`config.mk`:
```
export PLATFORM = sky130hd
export DESIGN_NAME = fetch_unit
export DESIGN_NICKNAME = d
export VERILOG_FILES = /design/src/rtl/fetch_pkg.sv /design/src/rtl/fetch_next_pc.sv /design/src/rtl/fetch_unit.sv
export SDC_FILE = /design/constraint.sdc
export NUM_CORES = 1
export LEC_CHECK = 0
export CAP_MARGIN = 25
export CORE_AREA = 2 2 141 88
export DETAILED_ROUTE_END_ITERATION = 8
export DIE_AREA = 0 0 143 90
export PLACE_DENSITY_LB_ADDON = 0.08
export SKIP_CTS_REPAIR_TIMING = 1
export SYNTH_ARGS = -nofsm -noshare
export SYNTH_HDL_FRONTEND = slang
export SYNTH_SLANG_ARGS = --single-unit
export TNS_END_PERCENT = 5
```
`constraint.sdc`:
```
create_clock -name clk -period 8.6 [get_ports clk]
set_clock_uncertainty 0.2 [all_clocks]
set_input_delay 0.86 -clock clk [delete_from_list [all_inputs] [get_ports clk]]
set_output_delay 0.86 -clock clk [all_outputs]
set_load 0.01 [all_outputs]
```
`src/rtl/fetch_pkg.sv`:
```
// -----------------------------------------------------------------------------
// fetch_pkg
// Shared definitions for the instruction-fetch stage:
//   fetch_state_e     - fetch sequencer state (2-bit encoding)
//   NOP_INSTR         - instruction word held while nothing has been fetched
//   DEFAULT_RESET_PC  - default PC value loaded on reset
// -----------------------------------------------------------------------------
package fetch_pkg;

    typedef enum logic [1:0] {
        FETCH_REQ  = 2'd0,  // presenting a request on the imem request channel
        FETCH_WAIT = 2'd1,  // request accepted, waiting for the response beat
        FETCH_EXEC = 2'd2,  // instruction held for decode/execute until retire
        FETCH_HALT = 2'd3   // misaligned target seen; only reset leaves here
    } fetch_state_e;

    localparam logic [31:0] NOP_INSTR        = 32'h0000_0013;  // addi x0, x0, 0
    localparam logic [31:0] DEFAULT_RESET_PC = 32'h0000_0000;

endpackage : fetch_pkg

```
`src/rtl/fetch_next_pc.sv`:
```
// -----------------------------------------------------------------------------
// fetch_next_pc
// Purely combinational next-PC selection, shared with the pipelined fetch.
// Ports:
//   pc         in  XLEN  current PC
//   imm_ext    in  XLEN  sign-extended immediate from decode
//   cs_branch  in  1     branch instruction
//   cs_jump    in  1     jal instruction
//   zero       in  1     ALU zero flag (branch condition)
//   next_pc    out XLEN  selected successor PC
//   pc_plus4   out XLEN  sequential successor PC
//   misaligned out 1     selected successor is not 4-byte aligned
// All arithmetic is modulo 2^XLEN; wrap-around is intentional and silent.
// -----------------------------------------------------------------------------
module fetch_next_pc #(
    parameter int XLEN = 32
) (
    input  logic [XLEN-1:0] pc,
    input  logic [XLEN-1:0] imm_ext,
    input  logic            cs_branch,
    input  logic            cs_jump,
    input  logic            zero,
    output logic [XLEN-1:0] next_pc,
    output logic [XLEN-1:0] pc_plus4,
    output logic            misaligned
);

    logic            take_target;
    logic [XLEN-1:0] target_pc;

    always_comb begin
        pc_plus4    = pc + XLEN'(4);
        target_pc   = pc + imm_ext;
        // A taken branch and jal share the same pc-relative adder.
        take_target = cs_jump | (cs_branch & zero);
        next_pc     = take_target ? target_pc : pc_plus4;
        // Only the selected successor matters: a misaligned target on a
        // not-taken branch is harmless.
        misaligned  = (next_pc[1:0] != 2'b00);
    end

endmodule : fetch_next_pc

```
`src/rtl/fetch_unit.sv`:
```
// -----------------------------------------------------------------------------
// fetch_unit
// Instruction-fetch stage in front of the single-cycle control unit. Owns the
// PC, requests one instruction at a time from instruction memory, holds it for
// the datapath until it retires, then advances the PC using the control unit's
// branch/jump outcome.
// Ports:
//   clk, rst        clock (rising edge) and asynchronous active-high reset
//   imem_req_valid  out  request valid (registered)
//   imem_req_ready  in   memory accepts the request
//   imem_req_addr   out  request address, always equal to pc
//   imem_rsp_valid  in   response beat valid
//   imem_rsp_data   in   returned instruction word
//   retire          in   datapath finished the held instruction this cycle
//   cs_branch       in   branch instruction
//   cs_jump         in   jal instruction
//   zero            in   ALU zero flag
//   imm_ext         in   sign-extended immediate
//   instr           out  held instruction word (registered)
//   instr_valid     out  instr/pc valid for execution (registered)
//   pc, pc_plus4    out  current PC and PC+4 (combinational from pc register)
//   fetch_fault     out  sticky: retire selected a misaligned target
//   proto_err       out  sticky: response beat arrived outside WAIT
// Sequence per instruction: REQ (accepted) -> WAIT (response) -> EXEC (retire),
// so an instruction costs at least three cycles.
// -----------------------------------------------------------------------------
module fetch_unit
    import fetch_pkg::*;
#(
    parameter int              XLEN     = 32,
    parameter logic [XLEN-1:0] RESET_PC = XLEN'(DEFAULT_RESET_PC)
) (
    input  logic            clk,
    input  logic            rst,
    output logic            imem_req_valid,
    input  logic            imem_req_ready,
    output logic [XLEN-1:0] imem_req_addr,
    input  logic            imem_rsp_valid,
    input  logic [31:0]     imem_rsp_data,
    input  logic            retire,
    input  logic            cs_branch,
    input  logic            cs_jump,
    input  logic            zero,
    input  logic [XLEN-1:0] imm_ext,
    output logic [31:0]     instr,
    output logic            instr_valid,
    output logic [XLEN-1:0] pc,
    output logic [XLEN-1:0] pc_plus4,
    output logic            fetch_fault,
    output logic            proto_err
);

    // The reset PC is meant to be word aligned; the low bits are forced to
    // zero so a bad override can never produce a misaligned first fetch.
    localparam logic [XLEN-1:0] RESET_PC_ALIGNED = {RESET_PC[XLEN-1:2], 2'b00};

    fetch_state_e    state_q, state_d;
    logic [XLEN-1:0] pc_q, pc_d;
    logic [31:0]     instr_q, instr_d;
    logic            req_valid_q, req_valid_d;
    logic            instr_valid_q, instr_valid_d;
    logic            fetch_fault_q, fetch_fault_d;
    logic            proto_err_q, proto_err_d;

    logic [XLEN-1:0] next_pc;
    logic            next_misaligned;

    fetch_next_pc #(
        .XLEN (XLEN)
    ) u_next_pc (
        .pc         (pc_q),
        .imm_ext    (imm_ext),
        .cs_branch  (cs_branch),
        .cs_jump    (cs_jump),
        .zero       (zero),
        .next_pc    (next_pc),
        .pc_plus4   (pc_plus4),
        .misaligned (next_misaligned)
    );

    always_comb begin
        state_d       = state_q;
        pc_d          = pc_q;
        instr_d       = instr_q;
        fetch_fault_d = fetch_fault_q;
        proto_err_d   = proto_err_q;

        // A response beat is only legal while a request is outstanding.
        // Anywhere else the data is dropped and the error latched; this also
        // covers a response in the same cycle the request is accepted.
        if (imem_rsp_valid && (state_q != FETCH_WAIT)) begin
            proto_err_d = 1'b1;
        end

        unique case (state_q)
            FETCH_REQ: begin
                // req_valid_q is low for the first cycle out of reset, and a
                // ready seen then must not count as an accepted request.
                if (req_valid_q && imem_req_ready) begin
                    state_d = FETCH_WAIT;
                end
            end
            FETCH_WAIT: begin
                if (imem_rsp_valid) begin
                    instr_d = imem_rsp_data;
                    state_d = FETCH_EXEC;
                end
            end
            FETCH_EXEC: begin
                if (retire) begin
                    if (next_misaligned) begin
                        // PC stays on the faulting instruction for debug.
                        fetch_fault_d = 1'b1;
                        state_d       = FETCH_HALT;
                    end else begin
                        pc_d    = next_pc;
                        state_d = FETCH_REQ;
                    end
                end
            end
            FETCH_HALT: begin
                state_d = FETCH_HALT;
            end
            default: begin
                state_d = FETCH_HALT;
            end
        endcase

        // Handshake outputs are registered copies of the next-state decode so
        // they line up with state_q without any combinational path.
        req_valid_d   = (state_d == FETCH_REQ);
        instr_valid_d = (state_d == FETCH_EXEC);
    end

    always_ff @(posedge clk or posedge rst) begin
        if (rst) begin
            state_q       <= FETCH_REQ;
            pc_q          <= RESET_PC_ALIGNED;
            instr_q       <= NOP_INSTR;
            req_valid_q   <= 1'b0;
            instr_valid_q <= 1'b0;
            fetch_fault_q <= 1'b0;
            proto_err_q   <= 1'b0;
        end else begin
            state_q       <= state_d;
            pc_q          <= pc_d;
            instr_q       <= instr_d;
            req_valid_q   <= req_valid_d;
            instr_valid_q <= instr_valid_d;
            fetch_fault_q <= fetch_fault_d;
            proto_err_q   <= proto_err_d;
        end
    end

    assign imem_req_valid = req_valid_q;
    assign imem_req_addr  = pc_q;
    assign instr          = instr_q;
    assign instr_valid    = instr_valid_q;
    assign pc             = pc_q;
    assign fetch_fault    = fetch_fault_q;
    assign proto_err      = proto_err_q;

endmodule : fetch_unit
```
==> out/metrics.cfg, run 1 <==
[status]
outcome = finished clean

[route]
drt_pass1_iterations = 5
vias = 5457
viasPerCell = 5.68
initialDrtViolationCount = 635
wl_um = 16800
ant_nets = 0
drc_errors = 0
wl_per_cell_um = 17.5

[worst_setup_path]
crit_arrival_ps = 3340
cp.required_ps = 7540
cp-end-kind = output port
path_max_fanout = 8
startpoint_type = register
reg2reg_slack_ps = 5250
criticalPathCategory = reg -> out

[clock_tree]
clockBufferDepth = 2
htreeDepth = 3
cts_inserted_buffers = 9
clk_pin_slew_worst_paths_ps = 60
clock_tree.root_cell = clkbuf_16
clock_sinks = 70
clock_latency_ps = 330
cts_tree = yes

[floorplan]
core_sq_um = 11700
rows = 31
dieArea_sq_um = 12900
die_x_um = 143
start_util = 0.476
die_h_um = 90
io_pins = 204

[synth]
synthAdderAreaFrac = 0.0757
async_reset_ff_frac = 1.00
synth.most_common_cell = dfrtp_1
synth_xor_area_frac = 0.0773
synthMuxAreaShare = 0.0687
synth_simple_gate_area_share = 0.175
syn-cell-area_sq_um = 5550
synth.avg_cell_area_sq_um = 8.72
synth_compound_area_frac = 0.207
yosysSeqAreaShare = 0.316
synth_top_family_by_area = compound AO/OA/AOI/OAI gates
synth_enable_flop_cells = 0
syn-num-nets = 742
yosysTopAreaCell = dfrtp_1
yosysTopAreaCellShare = 0.302
yosys_most_used_dff = dfrtp_1
synthTopCellsByCount = dfrtp_1, a21oi_1, nand2_1, nor2_1, buf_4
synth-seq-cells = 70
syn_inst = 637
synth_area_leaders = dfrtp_1, ha_1, mux2_2
synth.distinct_cells = 68
yosys_warnings = 0

[timing]
tns_ps = 0
report.final.slew_viol_count = 0
slew_headroom = 0.541
timing.hold.ws_ps = 257
hold_viol = 0
tightest_slew_ps = 689
rsz0062_at_grt = false
setup_violations = 0
finalCritPeriodShare = 0.511
fin_crit_ps = 4400
fmax_mhz = 227

[layout]
antenna_cells = 0
area_delta_synth_final_pct = 39.5
seq_area_sq_um = 1760
multiInputGateArea_sq_um = 3360
fin_nets = 896
final_layout_size_suffix_gt1_frac = 0.101
num-fill-cells = 937

[global_routing]
overflow = 0
antenna_found_initial = 0
grt_pass1_wl_um = 26500
grt_use_total = 0.257
grt_max_degree = 47
first_global_vias = 5195

[job]
max_cap_viol_count = 0

[power_and_ir_drop]
peakVddDrop_v = 0.000166
p_leak_uw = 0.00323
power.density_nw_per_um2 = 366

[worst_hold_path]
hp-class = reg -> reg

[placed_design]
gp_congestion = 0.907
dp_hpwl_um = 12400
port_buffers = 203

## layout by cell type (no fill, tap or decap), drive strengths merged, types with 6 or more instances in the layout
master,instances
a21o,20
nor2,50
nor4,7
ha,32
clkbuf,10
xor2,21
o21ai,38
a211oi,9
nand2,52
nand3,29
o21bai,6
mux2,33
inv,9
buf,6
clkdlybuf4s50,203
xnor2,28
nor3,15
a31oi,8
a21oi,61
and3,14
a22oi,6
dfrtp,67
## worst max-delay path: stages (launching register included)
cell	delay (ps)
dfrtp_1	520
ha_1	260
and4_1	320
and3_1	330
and3_1	480
nand3_2	180
nor2_1	150
xor2_1	200
clkdlybuf4s50_1	560
## routing by layer
layer / global-route usage / routed length (um) / vias up
li1: - / - / 2591
met1: 0.369 / 7770 / 2554
met2: 0.393 / 7390 / 291
met3: 0.0645 / 1480 / 21
met4: 0.0536 / 170 / 0
met5: 0 / 0 / -
## power breakdown
group / leakage (uW) / switching [uW] / internal, uW
Sequential: 0.000833 / 208 / 484
Clock: 0.000145 / 150 / 254
Combinational: 0.00225 / 810 / 929
Total: 0.00323 / 1170 / 1670
## cell families (layout without fill, tap and decap cells)
| logic type | count (synthesis) | after routing |
|---|---|---|
| flops | 70 | 70 |
| simple gates | 195 | 195 |
| compound gates | 181 | 181 |
| fa+ha+maj | 33 | 33 |
| mux | 34 | 34 |
| buf+inv | 75 | 234 |
| xor+xnor | 49 | 49 |
## worst paths after layout
path	from	cells after the start	end
worst min register to register	proto_err$_DFFE_PP0P_	1	proto_err$_DFFE_PP0P_
min in group asynchronous	rst	2	instr[5]$_DFFE_PP0P_
worst max register to register	imem_req_addr[0]$_DFFE_PP0P_	10	imem_req_addr[26]$_DFFE_PP0P_
worst max-delay path	imem_req_addr[2]$_DFFE_PP0P_	8	pc_plus4[22]
max in group asynchronous	rst	3	instr[26]$_DFFE_PP0P_
worst min-delay path	proto_err$_DFFE_PP0P_	1	proto_err$_DFFE_PP0P_
## flip-flops by register name, summed over array words and instances, names as in the netlist
register / cells
instr_valid: 1
state_q: 2
imem_req_addr: 32
instr: 32
imem_req_valid: 1
proto_err: 1
fetch_fault: 1
## stage by stage
step                instances  area (sq um)  total power, uW   util  worst slack, ps
floorplan                 637          5550             1690      -             5380
global placement          945          7430             2380  0.636             4520
detailed placement        945          7430             2410  0.636             4520
CTS                       961          7750             2830  0.663             4200
global route              961          7750             3020  0.663             3970
finish                    961          7750             2830  0.663             4200
## area by class of cell
cell class / count / area share
Inverter: 9 / 0.00436
Clock buffer: 10 / 0.0296
Tap cell: 165 / 0.0267
Timing Repair Buffer: 209 / 0.268
Multi-Input combinational cell: 492 / 0.433
Sequential cell: 70 / 0.227
Clock inverter: 6 / 0.0113
Note: power is estimated with default switching activity, not from simulation.
==> run 2: changes to the inputs <==
--- a/config.mk
+++ b/config.mk
@@ -6,9 +6,9 @@
 export NUM_CORES = 1
 export LEC_CHECK = 0
 export CAP_MARGIN = 25
-export CORE_AREA = 2 2 141 88
+export CORE_AREA = 2 2 154 96
 export DETAILED_ROUTE_END_ITERATION = 8
-export DIE_AREA = 0 0 143 90
+export DIE_AREA = 0 0 156 98
 export PLACE_DENSITY_LB_ADDON = 0.08
 export SKIP_CTS_REPAIR_TIMING = 1
 export SYNTH_ARGS = -nofsm -noshare
==> constraint.sdc (replaced) <==
create_clock -name clk -period 3.9 [get_ports clk]
set_clock_uncertainty 0.2 [all_clocks]
set_input_delay 0.39 -clock clk [delete_from_list [all_inputs] [get_ports clk]]
set_output_delay 0.39 -clock clk [all_outputs]
set_load 0.01 [all_outputs]
==> run 2 against run 1 <==
Via count grew 1.7%. Setup slack worse by 4100 ps. Sequential power is 120% higher. Register-to-register slack lost 4600 ps. Sequential share of layout area down 0.20 points. Critical path depth decreased by 1. Global-route usage decreased by 1.9 points. Non-clock buffer count grew 6. Sequential cell count did not move. First-iteration DRC count down 36%. Critical endpoint is now pc_plus4[31].
==> out/metrics.cfg, run 2 (synthesis results as in run 1) <==
[layout]
fin_nets = 902  ; was 896
final_common_cell = clkdlybuf4s50_1  ; unchanged
final_layout_size_suffix_gt1_frac = 0.110  ; was 0.101
antenna_cells = 0  ; unchanged
num-fill-cells = 1258  ; was 937
area_delta_synth_final_pct = 40.8  ; was 39.5%
fin_cells = 982  ; was 961
fin_area_sq_um = 7820  ; was 7750 sq um
layout_common_cells = clkdlybuf4s50_1, dfrtp_1, a21oi_1  ; unchanged

[worst_setup_path]
critical-path-top-delay-family = simple AND/OR/NAND/NOR gates  ; unchanged
path_cells = and3_1, and3_1, and4_1, and3_1, and3_1, xor2_1, clkdlybuf4s50_1  ; was ha_1, and4_1, and3_1, and3_1, nand3_2, nor2_1, xor2_1, clkdlybuf4s50_1
cp-end-kind = output port  ; unchanged
slowest_delay_ps = 580  ; was 560 ps
cp.required_ps = 3310  ; was 7540 ps
worst-path-buf-inv = 1  ; unchanged
path_max_fanout = 9  ; was 8
cpMaxStageDelayCell = clkdlybuf4s50_1  ; unchanged
cp_common_cell = and3_1  ; unchanged
startpoint_type = register  ; unchanged
crit_arrival_ps = 3190  ; was 3340 ps
criticalPathCategory = reg -> out  ; unchanged

[timing]
slew_headroom = 0.418  ; was 0.541
rsz0062_at_grt = false  ; unchanged
fin_crit_ps = 3780
finalWorstSetupSlack_ps = 120  ; was 4200 ps
report.final.slew_viol_count = 0  ; unchanged
setup_violations = 0  ; unchanged
fmax_mhz = 265
finalCritPeriodShare = 0.969
tightest_slew_ps = 871  ; was 689 ps
hold_viol = 0  ; unchanged

[route]
initialDrtViolationCount = 405  ; was 635
wl_per_cell_um = 18.5  ; was 17.5 um
wl_met3_um = 1400  ; was 1480 um
drt_pass1_iterations = 4  ; was 5
drc_errors = 0  ; unchanged
wl_um = 18200  ; was 16800 um
dr_wl_met2_um = 7900  ; was 7390 um
maxUsedRoutingLayer = met4  ; unchanged
ant_nets = 0  ; unchanged
met1_length_um = 8790  ; was 7770 um
vias = 5548  ; was 5457
viasPerCell = 5.65  ; was 5.68

[floorplan]
rows = 34  ; was 31
start_util = 0.397  ; was 0.476
die_x_um = 156  ; was 143 um
core_sq_um = 14000  ; was 11700 sq um
die_h_um = 98  ; was 90 um
dieArea_sq_um = 15300  ; was 12900 sq um
io_pins = 204  ; unchanged

[global_routing]
grt_use_total = 0.238  ; was 0.257
grt_max_degree = 46  ; was 47
grt_pass1_wl_um = 28800  ; was 26500 um
first_global_vias = 5281  ; was 5195
overflow = 0  ; unchanged
antenna_found_initial = 0  ; unchanged

[power_and_ir_drop]
peakVddDrop_v = 0.000358  ; was 0.000166 V
p_leak_uw = 0.00326  ; was 0.00323 uW
power.density_nw_per_um2 = 803  ; was 366 nW/um^2

[clock_tree]
cts_inserted_buffers = 9  ; unchanged
clock_sinks = 70  ; unchanged
clockBufferDepth = 2  ; unchanged
clock_latency_ps = 340  ; was 330 ps
clk_pin_slew_worst_paths_ps = 60  ; about the same
cts_tree = yes  ; unchanged
clock_tree.root_cell = clkbuf_16  ; unchanged
htreeDepth = 3  ; unchanged

[placed_design]
gp_congestion = 0.902  ; was 0.907
dp_cells = 966  ; was 945
dp_hpwl_um = 13700  ; was 12400 um
port_buffers = 203  ; unchanged
post_dp_cell_area_sq_um = 7510  ; was 7430 sq um
place_worst_setup_slack_ps = 375  ; was 4520 ps

[worst_hold_path]
hp-class = reg -> reg  ; unchanged

[status]
outcome = finished clean  ; unchanged

[job]
max_cap_viol_count = 0  ; unchanged

==> run 2: per-layer routing <==
| layer | vias to the layer above | track usage |
|---|---|---|
| met5 | - | 0 |
| met4 | 0 | 0.0416 |
| met3 | 12 | 0.0422 |
| met2 | 238 | 0.356 |
| met1 | 2693 | 0.363 |
| li1 | 2605 | - |
==> run 2: path summary, 6_finish.rpt <==
path / depth (start not counted) / slack (ps) / to / start
worst min-delay path: 1 / 260 / fetch_fault$_DFFE_PP0P_ / fetch_fault$_DFFE_PP0P_
min in group asynchronous: 2 / 350 / instr[28]$_DFFE_PP0P_ / rst
worst min register to register: 1 / 260 / fetch_fault$_DFFE_PP0P_ / fetch_fault$_DFFE_PP0P_
worst max-delay path: 7 / 120 / pc_plus4[31] / imem_req_addr[12]$_DFFE_PP0P_
max in group asynchronous: 3 / 2370 / instr[0]$_DFFE_PP1P_ / rst
worst max register to register: 10 / 660 / imem_req_addr[26]$_DFFE_PP0P_ / imem_req_addr[0]$_DFFE_PP0P_
==> run 2: layout make-up <==
type                       count  area, sq um  area share
sequential                    70         1760       0.225
tap                          180          225      0.0288
multi-input combinational    492         3360       0.430
clock buffer                   9          225      0.0288
timing repair buffer         215         2130       0.273
inverter                       9         33.8     0.00432
clock inverter                 7         80.1      0.0102
==> run 2: stage by stage <==
step	TNS, ps	hold slack [ps]	total power [uW]	utilization
global placement	0	243	5350	0.536
finish	0	261	6280	0.558
floorplan	0	293	3730	-
CTS	-69.0	263	6290	0.558
global route	0	279	6710	0.558
detailed placement	0	250	5390	0.536
==> run 2: report_power, final <==
group / internal (uW) / switching (uW)
Combinational: 2070 / 1840
Clock: 504 / 359
Sequential: 1070 / 442
Total: 3640 / 2640
